===== config.mk =====
export PLATFORM = sky130hd
export DESIGN_NAME = uart_tx8_fifo_flat
export DESIGN_NICKNAME = d
export VERILOG_FILES = /design/src/rtl/uart_pkg.sv /design/src/rtl/uart_tx8_fifo_if.sv /design/src/rtl/byte_fifo.sv /design/src/rtl/uart_tx8_fifo.sv /design/src/flat_wrapper.sv
export SDC_FILE = /design/constraint.sdc
export NUM_CORES = 1
export LEC_CHECK = 0
export CAP_MARGIN = 20
export CORE_UTILIZATION = 55
export CTS_CLUSTER_SIZE = 28
export DETAILED_ROUTE_END_ITERATION = 6
export PLACE_DENSITY_LB_ADDON = 0.2
export RECOVER_POWER = 25
export SYNTH_ARGS = -nofsm -noshare
export SYNTH_HDL_FRONTEND = slang
export SYNTH_SLANG_ARGS = --single-unit

===== constraint.sdc =====
create_clock -name clk -period 1.95 [get_ports clk]
set_clock_uncertainty 0.05 [all_clocks]
set_input_delay 0.2925 -clock clk [delete_from_list [all_inputs] [get_ports clk]]
set_output_delay 0.2925 -clock clk [all_outputs]
set_load 0.01 [all_outputs]

===== src/rtl/uart_pkg.sv =====
// Shared UART definitions: line levels, frame size, divider helper and the
// transmitter FSM state encoding.
package uart_pkg;

  localparam int unsigned UART_DATA_BITS = 8;
  localparam logic        UART_START_LVL = 1'b0;
  localparam logic        UART_STOP_LVL  = 1'b1;
  localparam logic        UART_IDLE_LVL  = 1'b1;

  typedef enum logic [1:0] {
    ST_IDLE  = 2'd0,
    ST_START = 2'd1,
    ST_DATA  = 2'd2,
    ST_STOP  = 2'd3
  } uart_state_e;

  // Bit period in clock cycles, rounded to nearest.
  function automatic int unsigned uart_div(input int unsigned clk_hz,
                                           input int unsigned baud);
    return (clk_hz + baud / 2) / baud;
  endfunction

endpackage


===== src/rtl/uart_tx8_fifo_if.sv =====
// Byte push handshake into the UART transmitter.
//   tx_data  : byte to queue
//   tx_valid : tx_data is valid this cycle
//   tx_ready : transmitter can accept a byte this cycle
interface uart_tx8_fifo_if;
  import uart_pkg::*;

  logic [UART_DATA_BITS-1:0] tx_data;
  logic                      tx_valid;
  logic                      tx_ready;

  modport master (output tx_data, output tx_valid, input  tx_ready);
  modport slave  (input  tx_data, input  tx_valid, output tx_ready);

endinterface


===== src/rtl/byte_fifo.sv =====
// Synchronous FIFO with occupancy count; full/empty resolved by the count.
//   clk, rst_n : clock, async active-low reset (flushes the FIFO)
//   i_push/i_din : write request and data (ignored when full)
//   i_pop      : read request (ignored when empty)
//   o_head_c   : entry at the read pointer (combinational read of storage)
//   o_full, o_empty, o_count : registered status
module byte_fifo #(
  parameter int unsigned DEPTH = 16,
  parameter int unsigned WIDTH = 8
) (
  input  logic                         clk,
  input  logic                         rst_n,
  input  logic                         i_push,
  input  logic [WIDTH-1:0]             i_din,
  input  logic                         i_pop,
  output logic [WIDTH-1:0]             o_head_c,
  output logic                         o_full,
  output logic                         o_empty,
  output logic [$clog2(DEPTH+1)-1:0]   o_count
);

  localparam int unsigned AW = $clog2(DEPTH);
  localparam int unsigned CW = $clog2(DEPTH + 1);

  logic [WIDTH-1:0] r_mem [DEPTH];
  logic [AW-1:0]    r_wr_ptr;
  logic [AW-1:0]    r_rd_ptr;
  logic [CW-1:0]    r_count;
  logic             r_full;
  logic             r_empty;
  logic             w_push;
  logic             w_pop;
  logic [CW-1:0]    w_count_nxt;

  assign w_push = i_push && !r_full;
  assign w_pop  = i_pop && !r_empty;

  // Simultaneous push and pop leave the count unchanged.
  always_comb begin
    w_count_nxt = r_count;
    if (w_push && !w_pop) begin
      w_count_nxt = r_count + CW'(1);
    end else if (!w_push && w_pop) begin
      w_count_nxt = r_count - CW'(1);
    end
  end

  always_ff @(posedge clk or negedge rst_n) begin
    if (!rst_n) begin
      r_wr_ptr <= '0;
      r_rd_ptr <= '0;
      r_count  <= '0;
      r_full   <= 1'b0;
      r_empty  <= 1'b1;
    end else begin
      if (w_push) r_wr_ptr <= r_wr_ptr + AW'(1);
      if (w_pop)  r_rd_ptr <= r_rd_ptr + AW'(1);
      r_count <= w_count_nxt;
      r_full  <= (w_count_nxt == CW'(DEPTH));
      r_empty <= (w_count_nxt == '0);
    end
  end

  // Storage needs no reset; validity is tracked by the count.
  always_ff @(posedge clk) begin
    if (w_push) r_mem[r_wr_ptr] <= i_din;
  end

  assign o_head_c = r_mem[r_rd_ptr];
  assign o_full   = r_full;
  assign o_empty  = r_empty;
  assign o_count  = r_count;

endmodule


===== src/rtl/uart_tx8_fifo.sv =====
// UART 8N1 transmitter fed by a byte FIFO; frames are sent back-to-back.
//   clk, rst_n : clock, async active-low reset
//   s_tx       : byte push handshake (slave side)
//   txd        : serial line, registered, idle high
//   busy       : FSM not idle or bytes still queued
//   fifo_count : queued bytes, excluding the frame in flight
module uart_tx8_fifo
  import uart_pkg::*;
#(
  parameter int unsigned CLK_HZ     = 24000000,
  parameter int unsigned BAUD       = 115200,
  parameter int unsigned FIFO_DEPTH = 16
) (
  input  logic                              clk,
  input  logic                              rst_n,
  uart_tx8_fifo_if.slave                    s_tx,
  output logic                              txd,
  output logic                              busy,
  output logic [$clog2(FIFO_DEPTH+1)-1:0]   fifo_count
);

  localparam int unsigned DIV   = uart_div(CLK_HZ, BAUD);
  localparam int unsigned CNT_W = $clog2(DIV);
  localparam int unsigned BIT_W = $clog2(UART_DATA_BITS);

  if (DIV < 2) begin : g_div_chk
    $error("uart_tx8_fifo: bit period must be at least 2 clocks");
  end
  if (FIFO_DEPTH < 2 || (FIFO_DEPTH & (FIFO_DEPTH - 1)) != 0) begin : g_depth_chk
    $error("uart_tx8_fifo: FIFO_DEPTH must be a power of 2 and at least 2");
  end

  uart_state_e               r_state;
  uart_state_e               w_state_nxt;
  logic [CNT_W-1:0]          r_baud_cnt;
  logic [CNT_W-1:0]          w_baud_cnt_nxt;
  logic [BIT_W-1:0]          r_bit_idx;
  logic [BIT_W-1:0]          w_bit_idx_nxt;
  logic [UART_DATA_BITS-1:0] r_shift;
  logic [UART_DATA_BITS-1:0] w_shift_nxt;
  logic                      r_txd;
  logic                      w_txd_nxt;
  logic                      r_busy;
  logic                      w_busy_nxt;
  logic                      w_pop;
  logic                      w_push;
  logic                      w_full;
  logic                      w_empty;
  logic [UART_DATA_BITS-1:0] w_head;
  logic                      w_bit_end;
  logic                      w_last_bit;

  assign w_push         = s_tx.tx_valid && !w_full;
  assign s_tx.tx_ready  = !w_full;
  assign w_bit_end      = (r_baud_cnt == CNT_W'(DIV - 1));
  assign w_last_bit     = (r_bit_idx == BIT_W'(UART_DATA_BITS - 1));

  byte_fifo #(
    .DEPTH (FIFO_DEPTH),
    .WIDTH (UART_DATA_BITS)
  ) u_fifo (
    .clk      (clk),
    .rst_n    (rst_n),
    .i_push   (w_push),
    .i_din    (s_tx.tx_data),
    .i_pop    (w_pop),
    .o_head_c (w_head),
    .o_full   (w_full),
    .o_empty  (w_empty),
    .o_count  (fifo_count)
  );

  // State register.
  always_ff @(posedge clk or negedge rst_n) begin
    if (!rst_n) r_state <= ST_IDLE;
    else        r_state <= w_state_nxt;
  end

  // Next-state logic.
  always_comb begin
    w_state_nxt = r_state;
    unique case (r_state)
      ST_IDLE:  if (!w_empty) w_state_nxt = ST_START;
      ST_START: if (w_bit_end) w_state_nxt = ST_DATA;
      ST_DATA:  if (w_bit_end && w_last_bit) w_state_nxt = ST_STOP;
      ST_STOP:  if (w_bit_end) w_state_nxt = w_empty ? ST_IDLE : ST_START;
      default:  w_state_nxt = ST_IDLE;
    endcase
  end

  // Datapath next values and FIFO pop; the line level is computed one edge
  // ahead so txd comes straight from a flop.
  always_comb begin
    w_pop          = 1'b0;
    w_baud_cnt_nxt = w_bit_end ? '0 : r_baud_cnt + CNT_W'(1);
    w_bit_idx_nxt  = r_bit_idx;
    w_shift_nxt    = r_shift;
    w_txd_nxt      = r_txd;
    unique case (r_state)
      ST_IDLE: begin
        w_baud_cnt_nxt = '0;
        w_txd_nxt      = UART_IDLE_LVL;
        if (!w_empty) begin
          w_pop       = 1'b1;
          w_shift_nxt = w_head;
          w_txd_nxt   = UART_START_LVL;
        end
      end
      ST_START: begin
        if (w_bit_end) begin
          w_bit_idx_nxt = '0;
          w_txd_nxt     = r_shift[0];
        end
      end
      ST_DATA: begin
        if (w_bit_end) begin
          w_shift_nxt   = r_shift >> 1;
          w_bit_idx_nxt = r_bit_idx + BIT_W'(1);
          w_txd_nxt     = w_last_bit ? UART_STOP_LVL : r_shift[1];
        end
      end
      ST_STOP: begin
        w_txd_nxt = UART_STOP_LVL;
        // Chain straight into the next start bit when more bytes wait.
        if (w_bit_end && !w_empty) begin
          w_pop       = 1'b1;
          w_shift_nxt = w_head;
          w_txd_nxt   = UART_START_LVL;
        end
      end
      default: w_txd_nxt = UART_IDLE_LVL;
    endcase
    // Idle next cycle implies the FIFO was empty and nothing was popped.
    w_busy_nxt = (w_state_nxt != ST_IDLE) || !w_empty || w_push;
  end

  always_ff @(posedge clk or negedge rst_n) begin
    if (!rst_n) begin
      r_baud_cnt <= '0;
      r_bit_idx  <= '0;
      r_shift    <= '0;
      r_txd      <= UART_IDLE_LVL;
      r_busy     <= 1'b0;
    end else begin
      r_baud_cnt <= w_baud_cnt_nxt;
      r_bit_idx  <= w_bit_idx_nxt;
      r_shift    <= w_shift_nxt;
      r_txd      <= w_txd_nxt;
      r_busy     <= w_busy_nxt;
    end
  end

  assign txd  = r_txd;
  assign busy = r_busy;

endmodule


===== src/flat_wrapper.sv =====
// flat-port wrapper written by rule: the top's interface ports become plain ports
module uart_tx8_fifo_flat import uart_pkg::*;
#(
  parameter int unsigned CLK_HZ     = 24000000,
  parameter int unsigned BAUD       = 115200,
  parameter int unsigned FIFO_DEPTH = 16
)
  (clk, rst_n, txd, busy, fifo_count, s_tx_tx_data, s_tx_tx_valid, s_tx_tx_ready);
  uart_tx8_fifo_if s_tx_i ();
  input  logic clk;
  input  logic rst_n;
  output logic txd;
  output logic busy;
  output logic [$clog2(FIFO_DEPTH+1)-1:0] fifo_count;
  input wire logic [$bits(s_tx_i.tx_data)-1:0] s_tx_tx_data;
  input wire logic [$bits(s_tx_i.tx_valid)-1:0] s_tx_tx_valid;
  output wire logic [$bits(s_tx_i.tx_ready)-1:0] s_tx_tx_ready;
  assign s_tx_i.tx_data = s_tx_tx_data;
  assign s_tx_i.tx_valid = s_tx_tx_valid;
  assign s_tx_tx_ready = s_tx_i.tx_ready;
  uart_tx8_fifo #(.CLK_HZ(CLK_HZ), .BAUD(BAUD), .FIFO_DEPTH(FIFO_DEPTH)) u_core (.clk(clk), .rst_n(rst_n), .s_tx(s_tx_i), .txd(txd), .busy(busy), .fifo_count(fifo_count));
endmodule

# After elaboration in Yosys (flattened, before gate mapping)
# Memories as Yosys holds them, arrays and structs flattened.
# Cells that the tools add are included.
word_totals:
  regBits: 38
  ram_bits: 128
  inputBits: 11
  mem_count: 1
op_classes:
  add_sub_neg: 6
  eq_ne: 10
  muxes: 28
  reduce_logical: 21
mem_list:
  columns: ["name", "depth", "width", "read_ports", "rd_ports_with_merged_regs", "write_ports", "line", "source"]
  rows:
  - ["u_core.u_fifo.r_mem", 16, 8, 1, 0, 1, "byte_fifo.sv:25", "logic [WIDTH-1:0] r_mem [DEPTH];"]
ops:
  columns: ["cell", "count"]
  rows:
  - ["8-bit 2-to-1 mux", 5]
  - ["8-bit case mux with 3 select lines", 1]
  - ["1-bit 2-to-1 mux", 10]
  - ["5-bit 2-to-1 mux", 2]
  - ["4-bit by 1-bit adder with 4-bit output, second input constant", 2]
  - ["8-bit by 1-bit adder with 8-bit output, second input constant", 1]
  - ["8-bit equality test, second input constant", 1]
  - ["2-bit 2-to-1 mux", 4]
  - ["2-bit case mux with 4 select lines", 1]
  - ["1-bit logical AND", 7]
  - ["3-bit 2-to-1 mux", 2]
  - ["2-bit by 1-bit != test with 1-bit output, second input constant", 3]
  - ["3-bit case mux with 2 select lines", 1]
  - ["5-bit by 1-bit adder with 5-bit output, second input constant", 1]
  - ["5-bit equality test, second input constant", 1]
  - ["5-bit logical NOT", 1]
  - ["5-bit by 1-bit subtractor with 5-bit output, second input constant", 1]
  - ["2-bit equality test, second input constant", 2]
  - ["1-bit logical NOT", 4]
  - ["1-bit case mux with 4 select lines", 1]
  - ["4-bit AND reduction", 1]
  - ["2-bit nonzero test", 2]
  - ["3-bit by 1-bit adder with 3-bit output, second input constant", 1]
  - ["3-bit equality test, second input constant", 1]
  - ["other kinds (8)", 9]

# Depth between registers and ports, before layout
# Gate-level depths: netlist (run 1).
logic_depth:
  ltp_word: 9
  mapped_depth: 8
  ltp_nobuf: 7

# Modules after synthesis
# From an unflattened synthesis (run 1), not the netlist that was laid out.
unflattened:
  cells_unflattened: 421
  hier_area_um2: 7108.1
modules_own_cells:
  columns: ["module", "n_inst", "cells_per_inst", "area_per_inst_um2", "seq_area_each_um2"]
  rows:
  - ["byte_fifo", 1, 296, 5791.8, 4220.3]
  - ["uart_tx8_fifo", 1, 125, 1316.3, 576.8]

# Worst setup path before layout (run 1)
# No wires, ideal clock.
synth_path:
  path_type: "register to register"
  from: "register u_core.r_state[1]"
  to: "register u_core.u_fifo.r_full, in the netlist u_core.u_fifo.o_full"
  arrival_time_ps: 1977
  t_required_ps: 1765
  setup_slack_ps: -211
  path_stages_with_launch: 9
  n_path_buf: 1
  synth_period_minus_slack_ps: 2161
  cell_sequence: "dfrtp_1 > inv_1 > ha_1 > or2_1 > o41ai_4 > buf_6 > mux2i_1 > xor2_1 > nor4b_2"
synth_via:
  elab_chain_cells: 7
  elab_cells_between_ends: 10
synth_lines:
  columns: ["element", "line", "source"]
  rows:
  - ["start, declared", "uart_tx8_fifo.sv:33", "uart_state_e r_state;"]
  - ["start signal, assigned", "uart_tx8_fifo.sv:76", "else r_state <= w_state_nxt;"]
  - ["2-bit equality test or 2-bit logical NOT (tied branches)", "uart_tx8_fifo.sv:99", "unique case (r_state)"]
  - ["1-bit case mux with 2 select lines *", "uart_tx8_fifo.sv:99", null]
  - ["1-bit logical AND *", "byte_fifo.sv:36", "assign w_pop = i_pop && !r_empty;"]
  - ["1-bit logical AND or 1-bit logical NOT (tied branches)", "byte_fifo.sv:43, byte_fifo.sv:41", null]
  - ["5-bit 2-to-1 mux or 1-bit logical AND (tied branches)", "byte_fifo.sv:43, byte_fifo.sv:41", null]
  - ["5-bit 2-to-1 mux *", "byte_fifo.sv:41", "if (w_push && !w_pop) begin"]
  - ["named net u_core.u_fifo.w_count_nxt[3]", "byte_fifo.sv:33", "logic [CW-1:0] w_count_nxt;"]
  - ["5-bit equality test *", "byte_fifo.sv:59", "r_full <= (w_count_nxt == CW'(DEPTH));"]
  - ["end signal, assigned", "byte_fifo.sv:59", null]
  - ["end, declared", "byte_fifo.sv:29", "logic r_full;"]
# The timed path passes the listed nets; every way through them passes the cells marked *.
# A chain may end at the register's enable or synchronous reset.

# Worst setup path after layout (run 1)
layout_path:
  from: "register u_core.r_state[0]"
  to: "register u_core.u_fifo.r_full, in the netlist u_core.u_fifo.o_full"
# Same word-level chain as after synthesis.

==> summary by stage, run 1 <==
Status
The run finished, with violations left. The final reports fail on negative setup slack.

Synthesis
In the synthesized netlist the dominant register cell turns out to be sky130_fd_sc_hd__edfxtp_1. A synthesized cell averages around 16 sq um. Of the synthesized area, sequential elements account for 0.678.

During synthesis, Yosys emitted a total of 0 warnings. The flip-flop and latch count after synthesis is around 170. The count of flip-flops with a built-in enable after synthesis is 128. The number of nets in the synthesized netlist is 455. In the synthesized netlist the async set-or-reset flop fraction comes to 0.229. Synthesis instantiated 52 different standard cells from the library. The gate count after technology mapping is ~430.

The area of the mapped netlist is 7080 sq um.

STA
Setup violations remaining at the end of the flow were counted as 11. The max-slew violation count was 0. The count of final hold-check violations is 0.

On the final layout, the worst hold slack is approximately 0.13 ns. The post-layout minimum cycle time is ~2.2 ns. Across all setup checks in the final design, the least slack found is -0.222 ns. At the pin with the least slew margin, the transition time is 1.21 ns.

Setup repair after global routing could not meet its margin everywhere. For this run, the top clock speed supported by timing is 460 MHz. The share of the clock period used by the worst path is 1.11. The worst pin sits at a relative slew slack of 0.195.

Worst setup path
The logic depth of the worst register-to-register path is 7. In this run the worst path has a maximum fanout of 3. The signal on the critical path passes through inv_2 > ha_4 > or2_4 > o41ai_4 > mux2i_1 > xor2_1 > nor4b_2. By startpoint and endpoint, the worst setup path is classified as flop to flop.

The worst endpoint required time is 2.23 ns. The startpoint class of the critical path is a flop. The element type at the critical path end is a flop. The worst-path cell with the longest stage delay is sky130_fd_sc_hd__dfrtp_1. The arrival time reported for the critical path endpoint is 2.45 ns. The largest single stage delay on the critical path is 0.41 ns.

Global routing
Entering global routing, the biggest net connects 27 pins. The aggregate global routing overflow is 0. In the global route stage, overall resource usage came out at 0.242. The number of antenna violations at the first check in global routing is 0. The wire length of the first global-routing pass is 22700 um. The via count of the first global-routing pass was 4119.

Clock network
The number of H-tree branching levels is 4. The clock tree from TritonCTS is done. The number of buffers inserted during clock tree synthesis is 17. The root buffer cell is sky130_fd_sc_hd__clkbuf_16. In this run the deepest clock path goes through 2 buffers. For this design, the sink count on the clock tree is between 150 and 200. At the later pin of the worst-skew pair, clock insertion delay measures around 0.42 ns. The clock-pin slew reported for the worst setup and hold paths after clock tree synthesis is approximately 0.070 ns.

Place
The detailed-placement wirelength estimate is 9480 um. The number of placed instances, taps included, is 662. Routability-driven placement finished with a final weighted congestion of 0.846.

The count of buffers from port buffering is 18.

Finish
For this run, the post-layout net count is 555. The share of post-route cells with drive strength above 1 is 0.362. The count of cells in the finished layout, fillers not included, comes to 714. After filler insertion, the fill cell instance count of the layout stands at between 700 and 800. The antenna diode instance count is 0. The growth of design area from synthesis to finish is 28.8%.

Route
The routed via count divided by cell count is 5.83. The residual DRC count is 0. The first TritonRoute pass finished after 5 iterations. The final wirelength is 14900 um. For this block, the initial DRC count from the detailed router was 302.

In this run the remaining antenna-violating nets after routing total 0. For this block, the via count after detailed routing is 4163. Dividing the detail-routed wire length by the instance count gives around 21 um.

Floorplan
The initialized floorplan defines 41 standard-cell rows. For this configuration, the core starts out at a cell density of 0.563. The horizontal die dimension is 115 um. The floorplan step defined a core boundary enclosing approximately 13000 sq um. 19 I/O pins were placed. The y dimension of the die is 115 um. The area of the die is 13300 sq um.

Pwr
Across the VDD grid, the largest voltage drop is 943 uV. For this design the ratio of total power to cell area is 1510 nW/um^2. The total leakage power is approximately 3.3 nW.

Worst hold path
The class of the tightest hold or removal check is input pin to asynchronous set/reset pin.

Flow run
Across the run, the number of max-cap violations was 0.
logic make-up after synthesis:
group,Yosys count,share of synthesized area
AOI/OAI and AO/OA,66,0.0661
xor gates and xnor gates,17,0.0210
adders and majority gates,15,0.0265
buffers and inverters,39,0.0244
DFF,166,0.678
muxes,37,0.111
and+or+nand+nor,89,0.0732
timing repair:
item / in CTS / in global routing
hold buffers: 1 / 0
endpoints found under the setup margin: 17 / 23
resized for setup: 27 / 25
endpoints found under the hold margin: 36 / 0
pin swaps: 13 / 19
buffers inserted: 13 / 6
gates cloned: 1 / 1
Yosys cell counts, types with 2 or more instances:
master	number	area [sq um]
sky130_fd_sc_hd__edfxtp_1	128	3840
sky130_fd_sc_hd__dfrtp_1	36	901
sky130_fd_sc_hd__mux4_2	33	743
sky130_fd_sc_hd__a21oi_1	18	90.1
sky130_fd_sc_hd__and2_1	17	106
sky130_fd_sc_hd__inv_1	17	63.8
sky130_fd_sc_hd__ha_1	15	188
sky130_fd_sc_hd__a22oi_1	14	105
sky130_fd_sc_hd__nand2_1	14	52.6
sky130_fd_sc_hd__nor2_1	14	52.6
sky130_fd_sc_hd__clkbuf_1	13	48.8
sky130_fd_sc_hd__xnor2_1	11	96.3
sky130_fd_sc_hd__nor3_1	9	45.0
sky130_fd_sc_hd__a211oi_1	7	52.6
sky130_fd_sc_hd__nand3_1	6	30.0
sky130_fd_sc_hd__o21ai_0	6	30.0
sky130_fd_sc_hd__xor2_1	6	52.6
sky130_fd_sc_hd__buf_2	5	25.0
sky130_fd_sc_hd__nor2b_1	5	31.3
sky130_fd_sc_hd__a31oi_1	4	25.0
sky130_fd_sc_hd__and3_1	4	25.0
sky130_fd_sc_hd__a22o_1	3	26.3
sky130_fd_sc_hd__nand4_1	3	18.8
sky130_fd_sc_hd__a221oi_1	2	17.5
sky130_fd_sc_hd__buf_6	2	22.5
sky130_fd_sc_hd__dfstp_2	2	52.6
sky130_fd_sc_hd__mux2_2	2	22.5
sky130_fd_sc_hd__mux2i_1	2	20.0
sky130_fd_sc_hd__nor3b_1	2	15.0
sky130_fd_sc_hd__nor4_1	2	12.5
sky130_fd_sc_hd__o2111ai_1	2	17.5
sky130_fd_sc_hd__o211ai_1	2	15.0
sky130_fd_sc_hd__o31ai_1	2	15.0
sky130_fd_sc_hd__o32ai_1	2	17.5
sky130_fd_sc_hd__or4_1	2	15.0
registers in the layout, summed over array words and instances, names as in the netlist:
register,count
u_core.u_fifo.r_mem,128
u_core.r_bit_idx,3
u_core.u_fifo.r_wr_ptr,4
u_core.u_fifo.r_rd_ptr,4
u_core.txd,1
u_core.r_baud_cnt,8
u_core.u_fifo.o_empty,1
u_core.r_shift,8
u_core.busy,1
u_core.u_fifo.o_full,1
u_core.u_fifo.o_count,5
u_core.r_state,2
final cells by class:
class	instances	area (sq um)	area share
Sequential cell	166	4800	0.526
Multi-Input combinational cell	224	2310	0.253
Timing Repair Buffer	103	1150	0.127
Clock buffer	18	429	0.0471
Tap cell	172	215	0.0236
Clock inverter	14	148	0.0162
Inverter	17	63.8	0.00700
cells in the final DEF, fill, tap and decap left out, drive strengths merged, types with 15 or more instances in the layout:
cell    netlist  routed
a21oi        18      18
and2         17      17
buf           8      81
clkbuf       14      22
dfrtp        36      36
edfxtp      128     128
ha           15      15
inv          17      22
mux4         33      33
path summary, 6_finish.rpt:
| path | startpoint | end | slack (ns) |
|---|---|---|---|
| min in group clk | u_core.txd$_DFFE_PN1P_ | u_core.txd$_DFFE_PN1P_ | 0.43 |
| worst min-delay path | rst_n | u_core.r_baud_cnt[7]$_DFF_PN0_ | 0.13 |
| worst max-delay path | u_core.r_state[0]$_DFF_PN0_ | u_core.u_fifo.o_full$_DFF_PN0_ | -0.22 |
| worst max register to register | u_core.r_state[0]$_DFF_PN0_ | u_core.u_fifo.o_full$_DFF_PN0_ | -0.22 |
| max in group asynchronous | rst_n | u_core.u_fifo.r_rd_ptr[0]$_DFFE_PN0P_ | 0.29 |
| worst min register to register | u_core.txd$_DFFE_PN1P_ | u_core.txd$_DFFE_PN1P_ | 0.43 |
worst max-delay path, delay by kind of cell, from the launching register on:
family | cells | cell delay [ns]
AO/OA/AOI/OAI | 1 | 0.32
XOR/XNOR | 1 | 0.26
adder cells (fa/ha/maj) | 1 | 0.20
buffers and inverters | 1 | 0.09
flip-flops | 1 | 0.41
multiplexers | 1 | 0.29
AND/OR/NAND/NOR | 2 | 0.47
power by group:
part / total, mW / leakage, nW / internal (mW) / switching [mW]
Sequential: 4.81 / 1.62 / 4.42 / 0.392
Combinational: 5.72 / 1.43 / 2.99 / 2.72
Clock: 3.26 / 0.276 / 1.90 / 1.36
Total: 13.8 / 3.32 / 9.31 / 4.47
stage by stage:
stage | area [sq um] | worst slack, ns | power [mW] | utilization | TNS [ns]
finish | 9120 | -0.222 | 13.8 | 0.726 | -1.02
floorplan | 7110 | -0.131 | 7.68 | - | -0.240
detailed placement | 8130 | -0.286 | 9.51 | 0.647 | -23.62
global placement | 8130 | -0.212 | 9.39 | 0.647 | -20.88
global route | 9120 | -0.314 | 14.4 | 0.726 | -2.00
CTS | 8980 | -0.173 | 13.4 | 0.714 | -0.808
layer usage:
metal | routed length (um) | share of wire | up-vias | track usage
met5 | 0 | 0 | - | 0
met4 | 266 | 0.018 | 0 | 0.0952
met3 | 723 | 0.049 | 21 | 0.0439
met2 | 7450 | 0.50 | 128 | 0.379
met1 | 6440 | 0.43 | 2128 | 0.341
li1 | - | - | 1886 | -
(Power assumes the default switching activity.)
==> run 2, diff against run 1 <==
Settings changed: SLEW_MARGIN from default to 20.
==> results of run 2 <==
No change in the layout: final DEF, timing and power equal those of run 1.
==> edit, RTL diff (flow settings as in run 1) <==
`BAUD` is set to 115200 in 2 places; all go to 230400.
--- a/src/rtl/uart_tx8_fifo.sv
+++ b/src/rtl/uart_tx8_fifo.sv
@@ -8,7 +8,7 @@
   import uart_pkg::*;
 #(
   parameter int unsigned CLK_HZ     = 24000000,
-  parameter int unsigned BAUD       = 115200,
+  parameter int unsigned BAUD       = 230400,
   parameter int unsigned FIFO_DEPTH = 16
 ) (
   input  logic                              clk,
--- a/src/flat_wrapper.sv
+++ b/src/flat_wrapper.sv
@@ -2,7 +2,7 @@
 module uart_tx8_fifo_flat import uart_pkg::*;
 #(
   parameter int unsigned CLK_HZ     = 24000000,
-  parameter int unsigned BAUD       = 115200,
+  parameter int unsigned BAUD       = 230400,
   parameter int unsigned FIFO_DEPTH = 16
 )
   (clk, rst_n, txd, busy, fifo_count, s_tx_tx_data, s_tx_tx_valid, s_tx_tx_ready);
Formal check against the unedited RTL: no difference found for any inputs over 10 cycles, from zero or initial values and one cycle with rst_n low; that may be too few to reach the edited logic, so the function may still have changed.
==> edit against run 1 <==
  * The run still ends with setup timing left
  * Routed wire length rose by 6.5%
  * Synthesized area fell by 0.90%
  * First-iteration DRC count rose by 31%
  * Power rose by 0.41%
  * Utilization rose by 1.5 points
  * Sequential cell count fell by 1
  * Cell area fell by 0.77%
  * Worst setup slack got worse by 0.013 ns
  * Critical endpoint is now u_core.r_shift[3]$_DFFE_PN0P_
==> edit: results (changes against run 1) <==
Rel. slew slack 40.0% (was 19.5%); number of global-route vias before repair 4321 (was 4119); Int Pwr 9.28 mW (was 9.31 mW); Inst Count DP 657 (was 662); final wirelength 15.9 mm (was 14.9 mm); Fill cells 755 (was 754); Synth Instances 430 (was 429); ys async rst share 22.4% (was 22.9%); Pwr Density 1530 mW/mm^2 (was 1510 mW/mm^2); slowest stage cell, crit path mux4_2 (was dfrtp_1); vias per inst 5.97 (was 5.83); first-pass GRT wire length 23.9 mm (was 22.7 mm); failing checks setup timing (unchanged); final worst slack -0.236 ns (was -0.222 ns); P&R area growth vs syn 29.0% (was 28.8%); Post-Layout Cell Count 712 (was 714); pre-CTS setup slack -0.328 ns (was -0.286 ns); Total GRT Usage 25.6% (was 24.2%); grt met1 use 34.5% (was 34.1%); GR Layer Usage met3 5.59% (was 4.39%); Non-Clock Buffer Area Fraction 12.9% (was 12.7%); met2 Resource Use GR 40.8% (was 37.9%); Seq pwr share 34.4% (was 34.9%); area occupied by registers 0.00477 mm^2 (was 0.00480 mm^2); Clock buf/inv share 6.12% (was 6.32%); XOR/XNOR Fraction of Synth Area 1.75% (was 2.10%); met3 wire length 984 um (was 723 um); post-CTS sizing 28 (was 27); Placement Cell Area 0.00804 mm^2 (was 0.00813 mm^2); Non-clk invs 14 (was 17); mux cell area share after synthesis 10.7% (was 11.1%); routed wl met2 7.92 mm (was 7.45 mm); multi-input gate share of total cell area 25.3% (about the same); final setup violation count 16 (was 11); status finished with violations (unchanged); top cells by area, synth edfxtp_1 55%, dfrtp_1 12%, mux4_2 10% (was edfxtp_1 54%, dfrtp_1 13%, mux4_2 11%); Starting DRT DRC Count 396 (was 302); WL met1 6.52 mm (was 6.44 mm)
edit: changes by cell type in the layout (fill, tap and decap cells not counted), sizes merged, moves of 3 or more:
cell and change:
a211oi -8, a21oi -15, a221o +7, a22o -3, a31oi -3, a32o +3
inv -3, nand2 +12, nor2 +5, o211a +7, o21ai +12
edit: worst paths after layout:
kind	startpoint	end	cells after the start
max	u_core.u_fifo.r_rd_ptr[0]$_DFFE_PN0P_	u_core.r_shift[3]$_DFFE_PN0P_	7
min	u_core.txd$_DFFE_PN1P_	u_core.txd$_DFFE_PN1P_	2
max reg2reg	u_core.u_fifo.r_rd_ptr[0]$_DFFE_PN0P_	u_core.r_shift[3]$_DFFE_PN0P_	7
min reg2reg	u_core.txd$_DFFE_PN1P_	u_core.txd$_DFFE_PN1P_	2
max in group asynchronous	rst_n	u_core.u_fifo.r_rd_ptr[0]$_DFFE_PN0P_	2
min in group asynchronous	rst_n	u_core.u_fifo.o_count[2]$_DFF_PN0_	2
